## src/rtl/i2s_master_if.sv

```systemverilog
// Frame-write handshake and I2S serial pins of the I2S transmitter.
// master: the transmitter side; slave: the frame producer / I2S receiver side.
interface i2s_master_if;
    logic [47:0] frame_in;
    logic        write_frame;
    logic        full;
    logic        bclk;
    logic        lrclk;
    logic        sdata;

    modport master (
        input  frame_in, write_frame,
        output full, bclk, lrclk, sdata
    );

    modport slave (
        output frame_in, write_frame,
        input  full, bclk, lrclk, sdata
    );
endinterface

```

## src/rtl/i2s_master.sv

```systemverilog
// I2S transmitter: frame FIFO feeding a 48-bit shift register.
// Serialises 24-bit left/right samples MSB first, with no bit delay after lrclk.
module i2s_master #(
    parameter int CLK_DIV    = 26,
    parameter int FIFO_DEPTH = 16
) (
    input  logic          clk_soc,
    input  logic          reset,
    i2s_master_if.master  bus
);
    localparam int DW = $clog2(CLK_DIV);
    localparam int AW = $clog2(FIFO_DEPTH);

    logic [DW-1:0] div_cnt;
    logic          bclk_q;
    logic          lrclk_q;
    logic          sdata_q;
    logic          full_q;
    logic [5:0]    bit_cnt;
    logic [47:0]   shreg;

    logic [47:0]   mem [FIFO_DEPTH];
    logic [AW-1:0] wr_ptr;
    logic [AW-1:0] rd_ptr;
    logic [AW:0]   count;
    logic [AW:0]   count_nxt;

    logic          tick;
    logic          rise;
    logic          frame_start;
    logic          push;
    logic          pop;
    logic [47:0]   load_word;

    assign tick        = (div_cnt == DW'(CLK_DIV - 1));
    assign rise        = tick && !bclk_q;
    assign frame_start = rise && (bit_cnt == 6'd0);
    assign push        = bus.write_frame && !full_q;
    assign pop         = frame_start && (count != '0);
    // An empty FIFO at frame start sends silence; a same-cycle write waits for the next frame.
    assign load_word   = (count != '0) ? mem[rd_ptr] : '0;

    always_comb begin
        count_nxt = count;
        if (push && !pop)
            count_nxt = count + 1'b1;
        else if (!push && pop)
            count_nxt = count - 1'b1;
    end

    always_ff @(posedge clk_soc) begin
        if (push)
            mem[wr_ptr] <= bus.frame_in;
    end

    always_ff @(posedge clk_soc or negedge reset) begin
        if (!reset) begin
            div_cnt <= '0;
            bclk_q  <= 1'b0;
            lrclk_q <= 1'b1;
            sdata_q <= 1'b0;
            full_q  <= 1'b0;
            bit_cnt <= '0;
            shreg   <= '0;
            wr_ptr  <= '0;
            rd_ptr  <= '0;
            count   <= '0;
        end else begin
            div_cnt <= tick ? '0 : div_cnt + 1'b1;
            if (tick)
                bclk_q <= !bclk_q;

            // lrclk and sdata move only with the bclk rise, so they are settled at every fall.
            if (rise) begin
                bit_cnt <= (bit_cnt == 6'd47) ? 6'd0 : bit_cnt + 1'b1;
                lrclk_q <= (bit_cnt >= 6'd24);
                if (frame_start) begin
                    sdata_q <= load_word[47];
                    shreg   <= {load_word[46:0], 1'b0};
                end else begin
                    sdata_q <= shreg[47];
                    shreg   <= {shreg[46:0], 1'b0};
                end
            end

            if (push)
                wr_ptr <= wr_ptr + 1'b1;
            if (pop)
                rd_ptr <= rd_ptr + 1'b1;
            count  <= count_nxt;
            full_q <= (count_nxt == (AW+1)'(FIFO_DEPTH));
        end
    end

    assign bus.bclk  = bclk_q;
    assign bus.lrclk = lrclk_q;
    assign bus.sdata = sdata_q;
    assign bus.full  = full_q;
endmodule

```

## src/flat_wrapper.sv

```systemverilog
// flat-port wrapper written by rule: the top's interface ports become plain ports
module i2s_master_flat 
#(
    parameter int CLK_DIV    = 26,
    parameter int FIFO_DEPTH = 16
)
  (clk_soc, reset, bus_frame_in, bus_write_frame, bus_full, bus_bclk, bus_lrclk, bus_sdata);
  i2s_master_if bus_i ();
  input  logic clk_soc;
  input  logic reset;
  input wire logic [$bits(bus_i.frame_in)-1:0] bus_frame_in;
  input wire logic [$bits(bus_i.write_frame)-1:0] bus_write_frame;
  output wire logic [$bits(bus_i.full)-1:0] bus_full;
  output wire logic [$bits(bus_i.bclk)-1:0] bus_bclk;
  output wire logic [$bits(bus_i.lrclk)-1:0] bus_lrclk;
  output wire logic [$bits(bus_i.sdata)-1:0] bus_sdata;
  assign bus_i.frame_in = bus_frame_in;
  assign bus_i.write_frame = bus_write_frame;
  assign bus_full = bus_i.full;
  assign bus_bclk = bus_i.bclk;
  assign bus_lrclk = bus_i.lrclk;
  assign bus_sdata = bus_i.sdata;
  i2s_master #(.CLK_DIV(CLK_DIV), .FIFO_DEPTH(FIFO_DEPTH)) u_core (.clk_soc(clk_soc), .reset(reset), .bus(bus_i));
endmodule
```

## config.mk

```make
export PLATFORM = sky130hd
export DESIGN_NAME = i2s_master_flat
export DESIGN_NICKNAME = d
export VERILOG_FILES = /design/src/rtl/i2s_master_if.sv /design/src/rtl/i2s_master.sv /design/src/flat_wrapper.sv
export SDC_FILE = /design/constraint.sdc
export NUM_CORES = 1
export LEC_CHECK = 0
export CORE_UTILIZATION = 45
export CTS_CLUSTER_DIAMETER = 150
export CTS_CLUSTER_SIZE = 28
export DETAILED_ROUTE_END_ITERATION = 8
export HOLD_SLACK_MARGIN = 0.02
export PLACE_DENSITY = 0.59
export SLEW_MARGIN = 20
export SYNTH_ARGS = -nofsm -noshare
export SYNTH_HDL_FRONTEND = slang
export SYNTH_SLANG_ARGS = --single-unit
```

## constraint.sdc

```tcl
create_clock -name clk_soc -period 3.9 [get_ports clk_soc]
set_clock_uncertainty 0.1 [all_clocks]
set_input_delay 0.78 -clock clk_soc [delete_from_list [all_inputs] [get_ports clk_soc]]
set_output_delay 0.78 -clock clk_soc [all_outputs]
set_load 0.05 [all_outputs]
```

==> results.sh <==
export IMPL_synth_top_area_cell="edfxtp_1"
export IMPL_cts_resized_gates=0
export IMPL_endpoint_kind="register"
export IMPL_critPathKind="register to register"
export IMPL_ys_top_cells_by_count="edfxtp_1 (768), mux4_2 (193), nor2_1 (105), a22oi_1 (94), dfrtp_1 (74)"
export IMPL_setup_ws_ns=0.999
export IMPL_cts_max_level=2
export IMPL_ioPinCount=55
export IMPL_vias=15400
export IMPL_crit_buf_inv=2
export IMPL_multi_input_area_um2=7060
export IMPL_maxSlewViolCount=0
export IMPL_cp_arrival_ns=3.26
export IMPL_n_fill_cell=5563
export IMPL_p_per_area_nw_per_um2=492
export IMPL_antenna_found_initial=2
export IMPL_start_kind="register"
export IMPL_yosysMostFrequentCell="edfxtp_1"
export IMPL_yosysWarnings=0
export IMPL_hold_ws_ns=0.182
export IMPL_place_ws_ns=0.626
export IMPL_ys_types=49
export IMPL_post_cts_setup_buffers=0
export IMPL_drc=0
export IMPL_drt_total_wl_um=72900
export IMPL_critPathRequiredTime_ns=4.26
export IMPL_syn2layout_area_growth_pct=10.5
export IMPL_clk_pin_slew_ns=0.11
export IMPL_critPathTopFamily="simple AND/OR/NAND/NOR gates"
export IMPL_seq_area_frac_synth=0.772
export IMPL_netlist_instances=1554
export IMPL_setup_tns_ns=0
export IMPL_drive_gt1_frac=0.212
export IMPL_synth_area_leaders="edfxtp_1 (71%), mux4_2 (13%), dfrtp_1 (5.7%), a22oi_1 (2.2%), a221oi_1 (1.3%)"
export IMPL_synth_edf_count=768
export IMPL_final_hold_violation_count=0
export IMPL_ctsHoldBuffers=0
export IMPL_min_period_ns=2.90
export IMPL_post_drt_wl_per_cell_um=28.1
export IMPL_fmax_mhz=345
export IMPL_cp_max_fo=15
export IMPL_vias_per_cell=5.93
export IMPL_gp_congestion=0.789
export IMPL_critPathSlowestCell="nor4b_1"
export IMPL_grt_pass1_vias=15700
export IMPL_antenna_left=0
export IMPL_finalSetupViolations=0
export IMPL_outcome="complete, no violations"
export IMPL_synth_nets=1617
export IMPL_globalRouteOverflowTotal=0
export IMPL_cp_slowest_stage_delay_ns=0.73
export IMPL_cts_root_buffer="clkbuf_16"
export IMPL_synth_ff_type="edfxtp_1"
export IMPL_fin_nets=1695
export IMPL_die_h_um=270
export IMPL_rows=97
export IMPL_p_leak_nw=11.1
export IMPL_period_share=0.744
export IMPL_core_area_um2=70500
export IMPL_hp_class="input port to async pin"
export IMPL_slew_headroom=0.398
export IMPL_grt_setup_unrepaired="false"
export IMPL_grtUsageTotal=0.202
export IMPL_dieArea_um2=72900
export IMPL_port_buffers=54
export IMPL_dpl_hpwl_um=44600
export IMPL_ys_ff_latch=843
export IMPL_regArea_um2=24900
export IMPL_cts_tree="built"
export IMPL_cts_buffer_depth=3
export IMPL_numCtsBuffers=36
export IMPL_grt_max_degree=54
export IMPL_drt_iter0_drc=1446
export IMPL_drt_pass1_iter_count=5
export IMPL_path_cells="inv_1 > ha_1 > nor4b_1 > nor2_4 > buf_4 > a221oi_1 > nor2_1"
export IMPL_start_util=0.458
export IMPL_syn_mean_instance_area_um2=20.8
export IMPL_cts_sinks=843
export IMPL_grt_pass1_wl_um=108000
export IMPL_synthArstFlopShare=0.0890
export IMPL_vdd_drop_max_mv=0.469
export IMPL_synth_top_cell_area_share=0.713
export IMPL_clock_latency_ns=0.60
export IMPL_tightest_slew_ns=0.890
export IMPL_die_x_um=270
export IMPL_drv_cap=0
export IMPL_syn_area_um2=32300
==> layout make-up <==
type                            count  area share
Antenna cell                        1   0.0000701
Clock buffer                       60      0.0284
Clock inverter                      4     0.00140
Inverter                            7    0.000736
Multi-Input combinational cell    613       0.198
Sequential cell                   843       0.699
Tap cell                          940      0.0329
Timing Repair Buffer              131      0.0400
==> routing by layer <==
metal	up-vias	global-route usage	wire length, µm
li1	6547	-	-
met1	8332	0.298	32600
met2	470	0.317	34700
met3	71	0.0356	4360
met4	0	0.0426	1310
met5	-	0	0
==> flip-flops by register name, indices dropped and copies added, names as in the netlist <==
| name | flops |
|---|---|
| u_core.bus.full | 1 |
| u_core.bus.sdata | 1 |
| u_core.wr_ptr | 4 |
| u_core.count | 5 |
| u_core.rd_ptr | 4 |
| u_core.shreg | 47 |
| u_core.div_cnt | 5 |
| u_core.mem | 768 |
| u_core.bit_cnt | 6 |
| u_core.bus.lrclk | 1 |
| u_core.bus.bclk | 1 |
==> logic make-up (layout without fill, tap and decap cells) <==
logic type / count (synthesis) / after routing / share of synthesized area
buf+inv: 98 / 202 / 0.0125
simple gates: 225 / 225 / 0.0314
fa+ha+maj: 13 / 13 / 0.00499
compound gates: 161 / 161 / 0.0390
flops: 843 / 843 / 0.772
mux: 199 / 199 / 0.136
xor+xnor: 15 / 15 / 0.00406
other cells: 0 / 1 / 0
==> cell usage in the layout, fill, tap and decap left out, types with 3 or more instances in the layout <==
cell and n:
a221oi_1 47, a22o_1 3, a22oi_1 94, and2_4 16, buf_12 25, buf_4 53, clkbuf_1 23, clkbuf_16 37
clkdlybuf4s50_1 53, dfrtp_1 72, edfxtp_1 768, ha_1 12, inv_1 7, mux2i_1 4, mux4_2 193, nand2_1 67
nand3_1 5, nand4_1 4, nor2_1 102, nor2_4 3, nor3_1 4, o21ai_0 5, xnor2_1 10, xor2_1 5
==> power by group <==
part	switching, mW	leakage (nW)	internal, mW
logic	1.24	2.82	0.658
clock network	2.72	0.506	1.84
registers	0.306	7.82	10.8
total	4.27	11.1	13.3
==> metrics by stage <==
stage          cells   util  instance area (µm²)  total power [mW]
2_1_floorplan   1554      -                32300              12.3
3_3_place_gp    2534  0.491                34600              13.2
3_5_place_dp    2534  0.491                34600              13.2
4_1_cts         2598  0.506                35700              17.7
5_1_grt         2599  0.506                35700              18.2
6_report        2599  0.506                35700              17.6
==> final timing paths <==
kind | to | startpoint | slack, ns | cells after the start
setup reg to reg | u_core.shreg[21] | u_core.count[0] | 1.0 | 7
hold / removal | u_core.bus.bclk | reset | 0.18 | 1
hold reg to reg | u_core.bus.lrclk | u_core.bus.lrclk | 0.39 | 2
min in group clk_soc | u_core.bus.lrclk | u_core.bus.lrclk | 0.39 | 2
setup / recovery | u_core.shreg[21] | u_core.count[0] | 1.0 | 7
max in group asynchronous | u_core.shreg[26] | reset | 2.71 | 2
Power figures use the tool's default switching activity.
